$ cat src/rtl/exc_pkg.sv
// Shared definitions for the MEM-stage exception logic: cause codes,
// detector address bounds, FSM encoding and default vector-table addresses.
package exc_pkg;

  localparam logic [1:0] EXC_NONE    = 2'b00;
  localparam logic [1:0] EXC_INVALID = 2'b01;
  localparam logic [1:0] EXC_PROTECT = 2'b10;

  // Bounds used by the detector HDU; kept here so both sides agree.
  localparam logic [31:0] ADDR_INVALID_MIN = 32'h0010_0000;
  localparam logic [31:0] ADDR_PROTECT_LO  = 32'h0000_FF00;
  localparam logic [31:0] ADDR_PROTECT_HI  = 32'h0001_0000;

  localparam logic [31:0] VEC_INVALID_DEF = 32'h0000_0002;
  localparam logic [31:0] VEC_PROTECT_DEF = 32'h0000_0004;

  typedef enum logic [1:0] {
    S_IDLE,
    S_FLUSH,
    S_FETCH,
    S_REDIRECT
  } exc_state_t;

  // Code 11 is reserved and never accepted.
  function automatic logic is_exception(input logic [1:0] code);
    return (code == EXC_INVALID) || (code == EXC_PROTECT);
  endfunction

endpackage

$ cat src/rtl/exc_mem_if.sv
// Vector-table read channel: request/acknowledge handshake with address and data.
interface exc_mem_if;
  logic        mem_req;
  logic [31:0] mem_addr;
  logic        mem_ack;
  logic [31:0] mem_rdata;

  modport master (output mem_req, output mem_addr, input mem_ack, input mem_rdata);
  modport slave  (input mem_req, input mem_addr, output mem_ack, output mem_rdata);
endinterface

$ cat src/rtl/exc_flush_counter.sv
// Loadable 4-bit down-counter; done marks the final counted cycle (count == 1).
module exc_flush_counter (
  input  logic       clk,
  input  logic       rst_n,
  input  logic       load,
  input  logic [3:0] load_val,
  input  logic       dec,
  output logic [3:0] count,
  output logic       done
);

  // NOTE: sequential state uses non-blocking assignments so every register
  // samples pre-edge values, independent of block evaluation order.
  always_ff @(posedge clk or negedge rst_n) begin
    if (!rst_n) begin
      count <= 4'd0;
    end else if (load) begin
      count <= load_val;
    end else if (dec && (count != 4'd0)) begin
      count <= count - 4'd1;
    end
  end

  assign done = (count == 4'd1);

endmodule

$ cat src/rtl/exception_handler.sv
// Memory-exception responder: saves EPC/cause, flushes the pipeline, fetches
// the handler vector, redirects the PC, and returns to EPC on RTI.
module exception_handler
  import exc_pkg::*;
#(
  parameter logic [31:0] VEC_INVALID  = VEC_INVALID_DEF,
  parameter logic [31:0] VEC_PROTECT  = VEC_PROTECT_DEF,
  parameter int unsigned FLUSH_CYCLES = 3
) (
  input  logic        clk,
  input  logic        rst_n,
  input  logic [1:0]  i_changeEPC,
  input  logic [31:0] i_pc,
  input  logic        i_rti,
  exc_mem_if.master   mem,
  output logic        o_flush,
  output logic        o_stall,
  output logic        o_pc_load,
  output logic [31:0] o_pc_value,
  output logic [31:0] o_epc,
  output logic [1:0]  o_cause,
  output logic        o_busy
);

  localparam logic [3:0] FLUSH_LOAD = 4'(FLUSH_CYCLES);

  exc_state_t state;
  logic       take_exc;
  logic [3:0] flush_count;
  logic       flush_done;

  // Exceptions are only accepted from IDLE; anything raised while busy
  // belongs to an instruction that is being flushed.
  assign take_exc = (state == S_IDLE) && is_exception(i_changeEPC);

  exc_flush_counter u_flush_counter (
    .clk      (clk),
    .rst_n    (rst_n),
    .load     (take_exc),
    .load_val (FLUSH_LOAD),
    .dec      (state == S_FLUSH),
    .count    (flush_count),
    .done     (flush_done)
  );

  // NOTE: every output register, EPC and cause included, is cleared by the
  // asynchronous reset so a reset mid-fetch drops the request immediately.
  always_ff @(posedge clk or negedge rst_n) begin
    if (!rst_n) begin
      state        <= S_IDLE;
      o_flush      <= 1'b0;
      o_stall      <= 1'b0;
      o_pc_load    <= 1'b0;
      o_pc_value   <= 32'd0;
      o_epc        <= 32'd0;
      o_cause      <= EXC_NONE;
      o_busy       <= 1'b0;
      mem.mem_req  <= 1'b0;
      mem.mem_addr <= 32'd0;
    end else begin
      case (state)
        S_IDLE: begin
          o_pc_load <= 1'b0;
          if (take_exc) begin
            o_epc   <= i_pc;
            o_cause <= i_changeEPC;
            o_flush <= 1'b1;
            o_stall <= 1'b1;
            o_busy  <= 1'b1;
            state   <= S_FLUSH;
          end else if (i_rti) begin
            o_pc_load  <= 1'b1;
            o_pc_value <= o_epc;
          end
        end
        S_FLUSH: begin
          if (flush_done) begin
            o_flush      <= 1'b0;
            mem.mem_req  <= 1'b1;
            mem.mem_addr <= (o_cause == EXC_INVALID) ? VEC_INVALID : VEC_PROTECT;
            state        <= S_FETCH;
          end
        end
        S_FETCH: begin
          if (mem.mem_ack) begin
            o_pc_value  <= mem.mem_rdata;
            mem.mem_req <= 1'b0;
            o_stall     <= 1'b0;
            o_pc_load   <= 1'b1;
            state       <= S_REDIRECT;
          end
        end
        S_REDIRECT: begin
          o_pc_load <= 1'b0;
          o_busy    <= 1'b0;
          state     <= S_IDLE;
        end
        default: state <= S_IDLE;
      endcase
    end
  end

endmodule

$ cat src/flat_wrapper.sv
// flat-port wrapper written by rule: the top's interface ports become plain ports
module exception_handler_flat import exc_pkg::*;
#(
  parameter logic [31:0] VEC_INVALID  = VEC_INVALID_DEF,
  parameter logic [31:0] VEC_PROTECT  = VEC_PROTECT_DEF,
  parameter int unsigned FLUSH_CYCLES = 3
)
  (clk, rst_n, i_changeEPC, i_pc, i_rti, o_flush, o_stall, o_pc_load, o_pc_value, o_epc, o_cause, o_busy, mem_mem_req, mem_mem_addr, mem_mem_ack, mem_mem_rdata);
  exc_mem_if mem_i ();
  input  logic clk;
  input  logic rst_n;
  input  logic [1:0] i_changeEPC;
  input  logic [31:0] i_pc;
  input  logic i_rti;
  output logic o_flush;
  output logic o_stall;
  output logic o_pc_load;
  output logic [31:0] o_pc_value;
  output logic [31:0] o_epc;
  output logic [1:0] o_cause;
  output logic o_busy;
  output wire logic [$bits(mem_i.mem_req)-1:0] mem_mem_req;
  output wire logic [$bits(mem_i.mem_addr)-1:0] mem_mem_addr;
  input wire logic [$bits(mem_i.mem_ack)-1:0] mem_mem_ack;
  input wire logic [$bits(mem_i.mem_rdata)-1:0] mem_mem_rdata;
  assign mem_mem_req = mem_i.mem_req;
  assign mem_mem_addr = mem_i.mem_addr;
  assign mem_i.mem_ack = mem_mem_ack;
  assign mem_i.mem_rdata = mem_mem_rdata;
  exception_handler #(.VEC_INVALID(VEC_INVALID), .VEC_PROTECT(VEC_PROTECT), .FLUSH_CYCLES(FLUSH_CYCLES)) u_core (.clk(clk), .rst_n(rst_n), .i_changeEPC(i_changeEPC), .i_pc(i_pc), .i_rti(i_rti), .mem(mem_i), .o_flush(o_flush), .o_stall(o_stall), .o_pc_load(o_pc_load), .o_pc_value(o_pc_value), .o_epc(o_epc), .o_cause(o_cause), .o_busy(o_busy));
endmodule
$ cat config.mk
export PLATFORM = sky130hd
export DESIGN_NAME = exception_handler_flat
export DESIGN_NICKNAME = d
export VERILOG_FILES = /design/src/rtl/exc_pkg.sv /design/src/rtl/exc_mem_if.sv /design/src/rtl/exc_flush_counter.sv /design/src/rtl/exception_handler.sv /design/src/flat_wrapper.sv
export SDC_FILE = /design/constraint.sdc
export NUM_CORES = 1
export LEC_CHECK = 0
export BUFFER_PORTS_ARGS = -buffer_cell sky130_fd_sc_hd__buf_2
export CAP_MARGIN = 0
export CORE_MARGIN = 2
export CORE_UTILIZATION = 40
export DETAILED_ROUTE_END_ITERATION = 8
export PLACE_DENSITY = 0.69
export SLEW_MARGIN = 20
export SYNTH_ARGS = -nofsm -noshare
export SYNTH_HDL_FRONTEND = slang
export SYNTH_SLANG_ARGS = --single-unit
$ cat constraint.sdc
create_clock -name clk -period 6.55 [get_ports clk]
set_clock_uncertainty 0.15 [all_clocks]
set_input_delay 0.655 -clock clk [delete_from_list [all_inputs] [get_ports clk]]
set_output_delay 0.655 -clock clk [all_outputs]
set_load 0.02 [all_outputs]
==> reports/qor.yml <==
floorplanning:
  coreArea_um2: 9819
  rows: 36
  die_area_um2: 10980
  initial_utilization_pct: 41.37
  ios: 173
  die_height_um: 104.8
  die_w_um: 104.8
timing:
  max_freq_mhz: 269.4
  setup_viol: 0
  period_needed_ns: 3.712
  tightest_slew_ns: 1.049
  period_share_pct: 56.68
  drv_slew: 0
  setup_tns_ns: 0
  rsz0062_at_grt: "false"
  slew_headroom_pct: 29.83
  hold_viol_final: 0
route:
  drt_iter0_drc: 86
  detail-route-antenna-nets: 0
  via_per_inst: 4.659
  remaining_drc_errors: 0
  wire_per_inst_um: 14.22
  wirelength_um: 8135
  first_pass_iters: 4
  via_count: 2665
power:
  p_per_area_nw_per_um2: 568.6
  clkPwrFrac_pct: 13.7
  switchingPower_mw: 1.095
  internal_power_mw: 1.711
  combinationalPowerShare_pct: 54.2
  swShare_pct: 39.03
  p_leak_nw: 2.445
  p_seq_share_pct: 32.2
  peakVddDrop_v: 0.0002420
setup_path:
  crit_arrival_ns: 3.79
  critPathCaptureType: "flip-flop"
  worst_ep_required_time_ns: 6.63
  reg2reg_depth: 6
  path_class: "flip-flop to flip-flop"
  path_max_fanout: 38
  start_kind: "flip-flop"
clocking:
  cts.sinks: 79
  tritoncts: "built"
  cts_setup_buffers: 0
  cts_htree_levels: 3
  postCtsHoldBufs: 0
  cts_root_buf: "clkbuf_8"
  cts_buffers: 9
  clockBufferDepth: 2
  cts_repair_resize_count: 0
  cts.clk_slew.worst_paths_ns: 0.07
  clk_latency_ns: 0.34
global_routing:
  grt_pass1_vias: 2731
  grt_util_all_layers_pct: 15.46
  grt_pass1_wl_um: 13590
  grt_antenna_before_repair: 0
  overflow: 0
  grt_max_degree: 80
logic_synthesis:
  syn_inst: 293
  yosysUniqueCellTypes: 42
  synth_edf_count: 0
  synth_common_cells: "dfrtp_1, mux2_2, buf_4, mux2_4, inv_1"
  async_flop_share_pct: 100.0
  syn_avg_cell_area_um2: 13.87
  ys_ff_latch: 79
  yosysSeqAreaShare_pct: 48.66
  netlist_top_cells_area: "dfrtp_1, mux2_2, mux2_4"
  yosysWarnings: 0
  synthFlopType: "dfrtp_1"
  synthesis.area_um2: 4063
  yosysTopAreaCell: "dfrtp_1"
  yosys.cell_count.top_type: "dfrtp_1"
  synth_top_area_share_pct: 48.66
final_layout:
  finish.utilization_pct: 50.25
  area_delta_synth_final_pct: 21.47
  n_antenna_cell: 0
  drive_above_1_share_pct: 59.45
  nFillCells: 900
  nets: 514
flow_run:
  maxCapViolations: 0
hold_path:
  holdCritPathClass: "primary input to asynchronous set/reset pin"
placement:
  gp_congestion: 0.8063
  dpl.hpwl_um: 5762
  io_buffer_count: 142
status:
  status: "finished clean"
==> flip-flops by register name, indices dropped and copies added, names as in the netlist <==
signal,flops
u_core.mem.mem_addr,2
u_core.mem.mem_req,1
u_core.o_busy,1
u_core.o_cause,2
u_core.o_epc,32
u_core.o_flush,1
u_core.o_pc_load,1
u_core.o_pc_value,32
u_core.o_stall,1
u_core.state,2
u_core.u_flush_counter.count,4
==> cell usage in the layout (no fill, tap or decap), types with 2 or more instances in the layout <==
cell      instances
a21oi_1           5
a221oi_1          2
buf_2           141
clkbuf_8         13
conb_1           30
dfrtp_1          79
ha_1              8
inv_1            12
mux2_2           67
mux2_4           30
nand2_1           5
nor2_1            6
nor2b_1           2
o21a_1            2
o21ai_0           7
o22ai_1           2
==> worst max-delay path, stage by stage, from the launching register on <==
cell and delay, ns:
dfrtp_1 0.43, inv_1 0.15, ha_2 0.83, mux2i_1 0.25, a211oi_4 0.91, buf_4 0.48, mux2_2 0.38
==> worst paths after layout <==
path	endpoint	startpoint	slack, ns
min in group clk	u_core.mem.mem_addr[2]$_DFFE_PN0P_	u_core.mem.mem_addr[2]$_DFFE_PN0P_	0.35
max in group asynchronous	u_core.u_flush_counter.count[0]$_DFFE_PN0P_	rst_n	5.59
setup reg to reg	u_core.o_pc_value[4]$_DFFE_PN0P_	u_core.state[0]$_DFFE_PN0P_	2.84
hold reg to reg	u_core.mem.mem_addr[2]$_DFFE_PN0P_	u_core.mem.mem_addr[2]$_DFFE_PN0P_	0.35
setup / recovery	u_core.o_pc_value[4]$_DFFE_PN0P_	u_core.state[0]$_DFFE_PN0P_	2.84
hold / removal	u_core.o_epc[1]$_DFFE_PN0P_	rst_n	0.19
==> layout make-up <==
type,count,area (um2),area share [%]
clock buffer,13,178.9,3.626
sequential,79,1977,40.06
timing repair buffer,143,724.4,14.68
multi-input combinational,190,1805,36.59
clock inverter,2,37.54,0.7606
tap,133,166.4,3.372
inverter,12,45.04,0.9128
==> routing by layer <==
layer	vias up	share of wire [%]	GRT usage, %
met5	-	0	0
met4	0	2.0	6.762
met3	14	7.2	3.743
met2	123	47	24.81
met1	1281	43	19.86
li1	1247	-	-
==> power groups by stage <==
stage	Combinational [mW]	Sequential, mW	Clock [mW]
6_report	1.52	0.902	0.384
5_1_grt	1.63	0.942	0.419
4_1_cts	1.54	0.905	0.401
3_5_place_dp	1.54	0.907	0
3_3_place_gp	1.50	0.901	0
2_1_floorplan	0.913	1.17	0
==> stage by stage <==
stage / area (um2) / hold slack, ns / total power [mW] / setup slack [ns] / instances
final: 4935 / 0.1882 / 2.806 / 2.838 / 572
after global routing: 4935 / 0.2370 / 2.993 / 2.580 / 572
after CTS: 4931 / 0.3561 / 2.844 / 2.762 / 572
after floorplan: 4172 / 0.2094 / 2.082 / 4.385 / 322
after detailed placement: 4715 / 0.3372 / 2.446 / 2.778 / 557
after global placement: 4715 / 0.3207 / 2.400 / 2.911 / 557
==> cell families (layout without fill, tap and decap cells) <==
family                   after synthesis  after routing  share of synthesized area (%)
adder cells (fa/ha/maj)                9              9                          2.772
AND/OR/NAND/NOR                       23             23                          3.388
XOR/XNOR                               2              2                         0.6161
flip-flops                            79             79                          48.66
buffers and inverters                 53            170                          9.640
AO/OA/AOI/OAI                         28             28                          4.928
multiplexers                          98             98                          29.90
other                                  1             30                        0.09230
Power figures use the tool's default switching activity.
